<file path="config.mk">
export PLATFORM = sky130hd
export DESIGN_NAME = histo_bin_sequencer
export DESIGN_NICKNAME = d
export VERILOG_FILES = /design/src/rtl/histo_bin_sequencer.sv
export SDC_FILE = /design/constraint.sdc
export NUM_CORES = 1
export LEC_CHECK = 0
export BUFFER_PORTS_ARGS = -buffer_cell sky130_fd_sc_hd__buf_2
export CELL_PAD_IN_SITES_DETAIL_PLACEMENT = 1
export CELL_PAD_IN_SITES_GLOBAL_PLACEMENT = 1
export CORE_MARGIN = 2
export CORE_UTILIZATION = 37
export DETAILED_ROUTE_END_ITERATION = 6
export PLACE_DENSITY_LB_ADDON = 0.1
export SYNTH_ARGS = -nofsm -noshare
export SYNTH_HDL_FRONTEND = slang
export SYNTH_SLANG_ARGS = --single-unit
</file>
<file path="constraint.sdc">
create_clock -name iClk -period 2.8 [get_ports iClk]
set_input_delay 0.28 -clock iClk [delete_from_list [all_inputs] [get_ports iClk]]
set_output_delay 0.28 -clock iClk [all_outputs]
set_load 0.005 [all_outputs]
</file>
<file path="src/rtl/histo_bin_sequencer.sv">
// ---------------------------------------------------------------------------
// histo_bin_sequencer
//
// Sequencer for the 256-bin grey-level histogram RAM on the camera path.
//   * After reset it sweeps the RAM and writes zero to every bin.
//   * During active video, each valid pixel triggers a read-modify-write
//     increment of bin[pix_val]. Forwarding from the two most recent writes
//     lets identical pixels arrive back to back.
//   * On a rising VS edge it drains the increment pipeline. It then reads
//     out all 256 bins in order, clearing each bin in the cycle its count
//     is presented.
//
// Optional build macro:
//   HISTO_AREA_EN - builds the running-area accumulator behind hist_area.
//                   Without it, hist_area is tied to zero.
//
// Ports:
//   iClk, iRST_N        clock, asynchronous active-low reset
//   VS                  vertical sync (high in blanking), iClk domain
//   pix_valid, pix_val  pixel strobe and grey level (= bin address)
//   ram_rd_addr         RAM read address (combinational)
//   ram_rd_data         RAM read data, one cycle after the address
//   ram_wr_en/addr/data registered RAM write port
//   hist_valid/bin      dump output strobe and bin index
//   hist_count          count of hist_bin
//   hist_area           running sum of counts up to hist_bin
//   frame_done          one-cycle pulse following bin 255
//   busy                high whenever not accumulating
// ---------------------------------------------------------------------------
module histo_bin_sequencer #(
    parameter int BINS  = 256,
    parameter int CNT_W = 19
) (
    input  logic             iClk,
    input  logic             iRST_N,
    input  logic             VS,
    input  logic             pix_valid,
    input  logic [7:0]       pix_val,
    output logic [7:0]       ram_rd_addr,
    input  logic [CNT_W-1:0] ram_rd_data,
    output logic             ram_wr_en,
    output logic [7:0]       ram_wr_addr,
    output logic [CNT_W-1:0] ram_wr_data,
    output logic             hist_valid,
    output logic [7:0]       hist_bin,
    output logic [CNT_W-1:0] hist_count,
    output logic [CNT_W+7:0] hist_area,
    output logic             frame_done,
    output logic             busy
);

    localparam logic [7:0]       LAST_BIN = 8'(BINS - 1);
    localparam logic [CNT_W-1:0] CNT_MAX  = '1;

    typedef enum logic [2:0] {
        INIT_CLR = 3'd0,
        ACCUM    = 3'd1,
        DRAIN    = 3'd2,
        DUMP     = 3'd3,
        WAIT_LOW = 3'd4
    } state_t;

    state_t           state_q, state_d;
    logic [8:0]       cnt_q;        // sweep / drain counter; bit 8 marks the end of the dump reads
    logic             vs_d;

    // Increment pipeline. S0 is the read issue; S2 is the ram_wr_* register.
    logic             s1_vld;
    logic [7:0]       s1_addr;
    logic             s3_vld;       // shadow of the last committed write
    logic [7:0]       s3_addr;
    logic [CNT_W-1:0] s3_data;

    // Dump output stage: the bin whose read data is on ram_rd_data now.
    logic             out_vld;
    logic [7:0]       out_bin;
    logic             frame_done_q;

    logic             s0_fire;
    logic             vs_rise;
    logic [CNT_W-1:0] inc_base;
    logic [CNT_W-1:0] inc_val;
    logic             wr_en_d;
    logic [7:0]       wr_addr_d;
    logic [CNT_W-1:0] wr_data_d;

    assign vs_rise = VS && !vs_d;
    assign s0_fire = (state_q == ACCUM) && pix_valid;

    // ---------------------------------------------------------------- FSM
    always_ff @(posedge iClk or negedge iRST_N) begin
        if (!iRST_N) state_q <= INIT_CLR;
        else         state_q <= state_d;
    end

    always_comb begin
        state_d = state_q;
        case (state_q)
            INIT_CLR: if (cnt_q[7:0] == LAST_BIN) state_d = ACCUM;
            ACCUM:    if (vs_rise)                 state_d = DRAIN;
            DRAIN:    if (cnt_q[0])                state_d = DUMP;
            DUMP:     if (frame_done_q)            state_d = WAIT_LOW;
            WAIT_LOW: if (!VS)                     state_d = ACCUM;
            default:                               state_d = INIT_CLR;
        endcase
    end

    // Counter restarts at zero on every state change, so each state sees 0..N.
    always_ff @(posedge iClk or negedge iRST_N) begin
        if (!iRST_N) begin
            cnt_q <= '0;
            vs_d  <= 1'b0;
        end else begin
            vs_d <= VS;
            if (state_d != state_q)
                cnt_q <= '0;
            else if (state_q == INIT_CLR || state_q == DRAIN ||
                     (state_q == DUMP && !cnt_q[8]))
                cnt_q <= cnt_q + 9'd1;
        end
    end

    // ---------------------------------------------------------- read port
    always_comb begin
        ram_rd_addr = '0;
        case (state_q)
            ACCUM:   ram_rd_addr = pix_val;
            DUMP:    ram_rd_addr = cnt_q[7:0];
            default: ram_rd_addr = '0;
        endcase
    end

    // --------------------------------------------------------- increment
    // The newest pending write wins. The S3 shadow is also correct when it
    // is stale: it is always the latest value written to its own address.
    always_comb begin
        inc_base = ram_rd_data;
        if (ram_wr_en && ram_wr_addr == s1_addr)
            inc_base = ram_wr_data;
        else if (s3_vld && s3_addr == s1_addr)
            inc_base = s3_data;
        inc_val = (inc_base == CNT_MAX) ? inc_base : inc_base + 1'b1;
    end

    // The write port is shared by init clear, dump clear and increments.
    // These sources never overlap in time.
    always_comb begin
        wr_en_d   = 1'b0;
        wr_addr_d = '0;
        wr_data_d = '0;
        if (state_q == INIT_CLR) begin
            wr_en_d   = 1'b1;
            wr_addr_d = cnt_q[7:0];
        end else if (out_vld) begin
            wr_en_d   = 1'b1;
            wr_addr_d = out_bin;
        end else if (s1_vld) begin
            wr_en_d   = 1'b1;
            wr_addr_d = s1_addr;
            wr_data_d = inc_val;
        end
    end

    always_ff @(posedge iClk or negedge iRST_N) begin
        if (!iRST_N) begin
            s1_vld       <= 1'b0;
            s1_addr      <= '0;
            ram_wr_en    <= 1'b0;
            ram_wr_addr  <= '0;
            ram_wr_data  <= '0;
            s3_vld       <= 1'b0;
            s3_addr      <= '0;
            s3_data      <= '0;
            out_vld      <= 1'b0;
            out_bin      <= '0;
            frame_done_q <= 1'b0;
        end else begin
            s1_vld      <= s0_fire;
            s1_addr     <= pix_val;
            ram_wr_en   <= wr_en_d;
            ram_wr_addr <= wr_addr_d;
            ram_wr_data <= wr_data_d;
            if (ram_wr_en) begin
                s3_vld  <= 1'b1;
                s3_addr <= ram_wr_addr;
                s3_data <= ram_wr_data;
            end
            out_vld      <= (state_q == DUMP) && !cnt_q[8];
            out_bin      <= cnt_q[7:0];
            frame_done_q <= out_vld && (out_bin == LAST_BIN);
        end
    end

    // ----------------------------------------------------------- outputs
    // The count comes straight from the RAM. It is gated so that every
    // output reads zero outside a dump cycle and during reset.
    assign hist_valid = out_vld;
    assign hist_bin   = out_vld ? out_bin : '0;
    assign hist_count = out_vld ? ram_rd_data : '0;
    assign frame_done = frame_done_q;
    assign busy       = (state_q != ACCUM);

`ifdef HISTO_AREA_EN
    logic [CNT_W+7:0] area_q;
    logic [CNT_W+7:0] area_sum;

    assign area_sum = area_q + {8'd0, hist_count};

    always_ff @(posedge iClk or negedge iRST_N) begin
        if (!iRST_N)
            area_q <= '0;
        else if (state_q == DRAIN && state_d == DUMP)
            area_q <= '0;
        else if (out_vld)
            area_q <= area_sum;
    end

    assign hist_area = out_vld ? area_sum : '0;
`else
    assign hist_area = '0;
`endif

endmodule

</file>
==> impl_results.md <==
- Run status: finished with violations
- Failing checks: negative setup slack
- ANT nets after route: 0
- Post-route DRC: 0
- Worst skew pair latency: 0.36 ns
- Final Setup Violations: 18
- NetSw: 715.1 uW
- Final worst-path cycle share: 106.2%
- Grt ovf: 0
- I/O pin total: 124
- Final core occ: 54.06%
- Synth Instances: 507
- Largest net degree at the start of global routing: 36
- Initial antenna violation count: 0
- Final hold violation count: 0
- Synthesized flop and latch total: 88
- Die Area: 14300 um2
- CP max FO: 6
- CP endpoint kind: register
- Fillers: 1485
- Number of synthesized flops with an enable pin: 0
- HPWL after detailed placement: 11760 um
- Synth Area per Inst: 9.748 um2
- Synth Cell Area: 4942 um2
- Ant. Diodes: 0
- YS warnings: 0
- Pwr Density: 416.1 nW/um2
- Critical path arrival: 3.26 ns
- Nature of the critical path startpoint: register
- Clock transition at path regs: 0.07 ns
- Vias: 4549
- MaxCap Viol Count: 0
- Cell-internal power: 2240 uW
- Hold Crit Class: input port to register
- Setup WS post-layout: -0.1748 ns
- Initial Util: 37.62%
- Final min period: 2.975 ns
- Die W: 119.6 um
- Final wirelength: 16640 um
- Clock network power share: 46.5%
- CTS buffer count: 9
- Pre-Repair DR Iteration Count: 4
- WP data required: 3.09 ns
- Clk root buf: clkbuf_16
- Setup repair after global routing missed its margin: yes
- Core ar.: 13140 um2
- Clock Sinks: 88
- Tightest Pin Transition: 0.9436 ns
- Power share of the combinational group: 10.0%
- Switching share of power: 24.20%
- DRT iter0 DRCs: 164
- Number of global-route vias before repair: 4773
- Clock skew: 0.007185 ns
- Global-route wire length before repair: 25850 um
- H-tree levels: 3
- Main flop type after synthesis: dfrtp_1
- NumNets Final: 715
- Ys async rst share: 100.0%
- Area Growth Syn to Fin: 43.70%
- GPL Wtd Cong: 0.8602
- IO buf count: 96
- Fin Setup TNS: -1.691 ns
- Std cell rows: 42
- Max VDD drop: 0.4456 mV
- Via-per-instance ratio: 5.271
- Synth unique cells: 51
- DIE HEIGHT: 119.6 um
- Worst setup path class: register to register
- Fmax: 336.2 MHz
- Share of cells above drive strength 1: 46.43%
- Post-DR wirelength/cell: 19.28 um
- Pleak: 0.003242 uW
- Slew Limit Fails: 0
- Sequential fraction of design power: 43.5%
- CTS max path bufs: 2
- Total track usage: 23.64%
- Normalized max-slew margin: 37.09%
- Post-synthesis sequential area ratio: 44.56%
- CTS tree: done
## power groups by stage
stage	Clock (uW)	Sequential, uW	Combinational (uW)
5_1_grt	1460	1290	321
6_report	1370	1290	297
4_1_cts	1410	1280	259
3_5_place_dp	0	1310	237
2_1_floorplan	0	1310	132
3_3_place_gp	0	1310	231
## metrics by stage
stage	hold WS (ns)	cells	instance area, um2	setup slack [ns]	total power [uW]
global route	0.02732	863	7102	-0.3156	3063
CTS	0.01783	859	6703	-0.1784	2953
detailed placement	0.2675	830	6102	-0.1909	1546
finish	0.03902	863	7102	-0.1748	2955
floorplan	-0.01559	533	5125	-0.09292	1441
global placement	0.2614	830	6102	-0.1306	1540
## logic make-up after synthesis
family / share of synthesized area, %
AND/OR/NAND/NOR: 21.42
AO/OA/AOI/OAI: 12.08
flip-flops: 44.56
buffers and inverters: 7.342
multiplexers: 8.608
XOR/XNOR: 5.418
adder cells (fa/ha/maj): 0.5062
other: 0.07588
## cell usage after synthesis (all sizes together) (6+ instances only)
cell    number  area share [%]
a211oi       9             1.4
a21oi       30             3.1
a31oi       14             1.8
and2        32             4.1
buf         33             4.8
clkbuf      21             1.6
dfrtp       88              45
inv         13            0.99
mux2        28             6.4
mux2i       11             2.2
nand2       32             2.4
nand3       23             2.3
nand4       17             2.3
nor2        31             2.4
nor3        11             1.7
nor4        20             2.8
o21ai        8            0.81
o31ai       12             1.8
or3          6            0.76
xnor2       23             4.1
## registers in the layout, summed over array words and instances (netlist names), 3 cells and up
register / count
ram_wr_data: 19
ram_wr_addr: 8
out_bin: 8
cnt_q: 9
s3_addr: 8
s1_addr: 8
s3_data: 19
state_q: 3
## layer usage
layer	global-route usage, %	vias to the layer above	wire length, um
li1	-	2116	-
met1	28.15	2301	6755
met2	41.93	109	8910
met3	5.371	23	626
met4	8.162	0	345
met5	0	-	0
## final cells by class
class	count	area [um2]	area share, %
clock buffers	11	252.7	3.559
clock inverters	5	85.08	1.198
inverters	13	48.80	0.6871
multi-input cells	378	3017	42.48
flip-flops and latches	88	2206	31.06
well taps	176	220.2	3.101
repair buffers	192	1272	17.92
## cells in the final DEF, fill, tap and decap left out, drive strengths merged, types with 3 or more instances in the layout
cell      n
a31o      4
nand2    32
nor4     20
xnor2    23
or3       6
nand4    17
inv      15
mux2i    11
mux2     28
a211oi    9
buf     191
o31ai    12
a21o      3
dfrtp    88
clkbuf   11
nand3    23
nor3     11
o221ai    3
conb     27
a21oi    30
and3      5
nor2     31
a31oi    14
o21ai     8
and2     32
nand2b    4
xor2      5
## path summary, 6_finish.rpt
path	start	endpoint	slack, ns	depth (start not counted)
setup / recovery	s1_addr[1]$_DFF_PN0_	ram_wr_data[10]$_DFF_PN0_	-0.17	11
hold / removal	pix_val[2]	s1_addr[2]$_DFF_PN0_	0.04	1
setup reg to reg	s1_addr[1]$_DFF_PN0_	ram_wr_data[10]$_DFF_PN0_	-0.17	11
hold reg to reg	cnt_q[7]$_DFFE_PN0P_	out_bin[7]$_DFF_PN0_	0.45	0
max in group asynchronous	iRST_N	s1_addr[7]$_DFF_PN0_	1.70	3
min in group asynchronous	iRST_N	s3_data[6]$_DFFE_PN0P_	0.43	2
## critical path, stage by stage, from the launching register on
cell	delay [ns]
dfrtp_2	0.45
xor2_4	0.19
or4b_4	0.57
nor3_4	0.19
buf_6	0.14
mux2i_4	0.24
o31a_1	0.23
nor3_4	0.09
buf_6	0.12
and2_4	0.16
or3_4	0.37
a21oi_2	0.14
## what timing repair did
action,CTS,global route
hold buffers,1,0
endpoints found under the hold margin,32,0
setup endpoints to repair,19,19
gates cloned,1,0
setup buffers,11,6
pin swaps,20,28
gates resized for setup,33,66
Power figures use the tool's default switching activity.
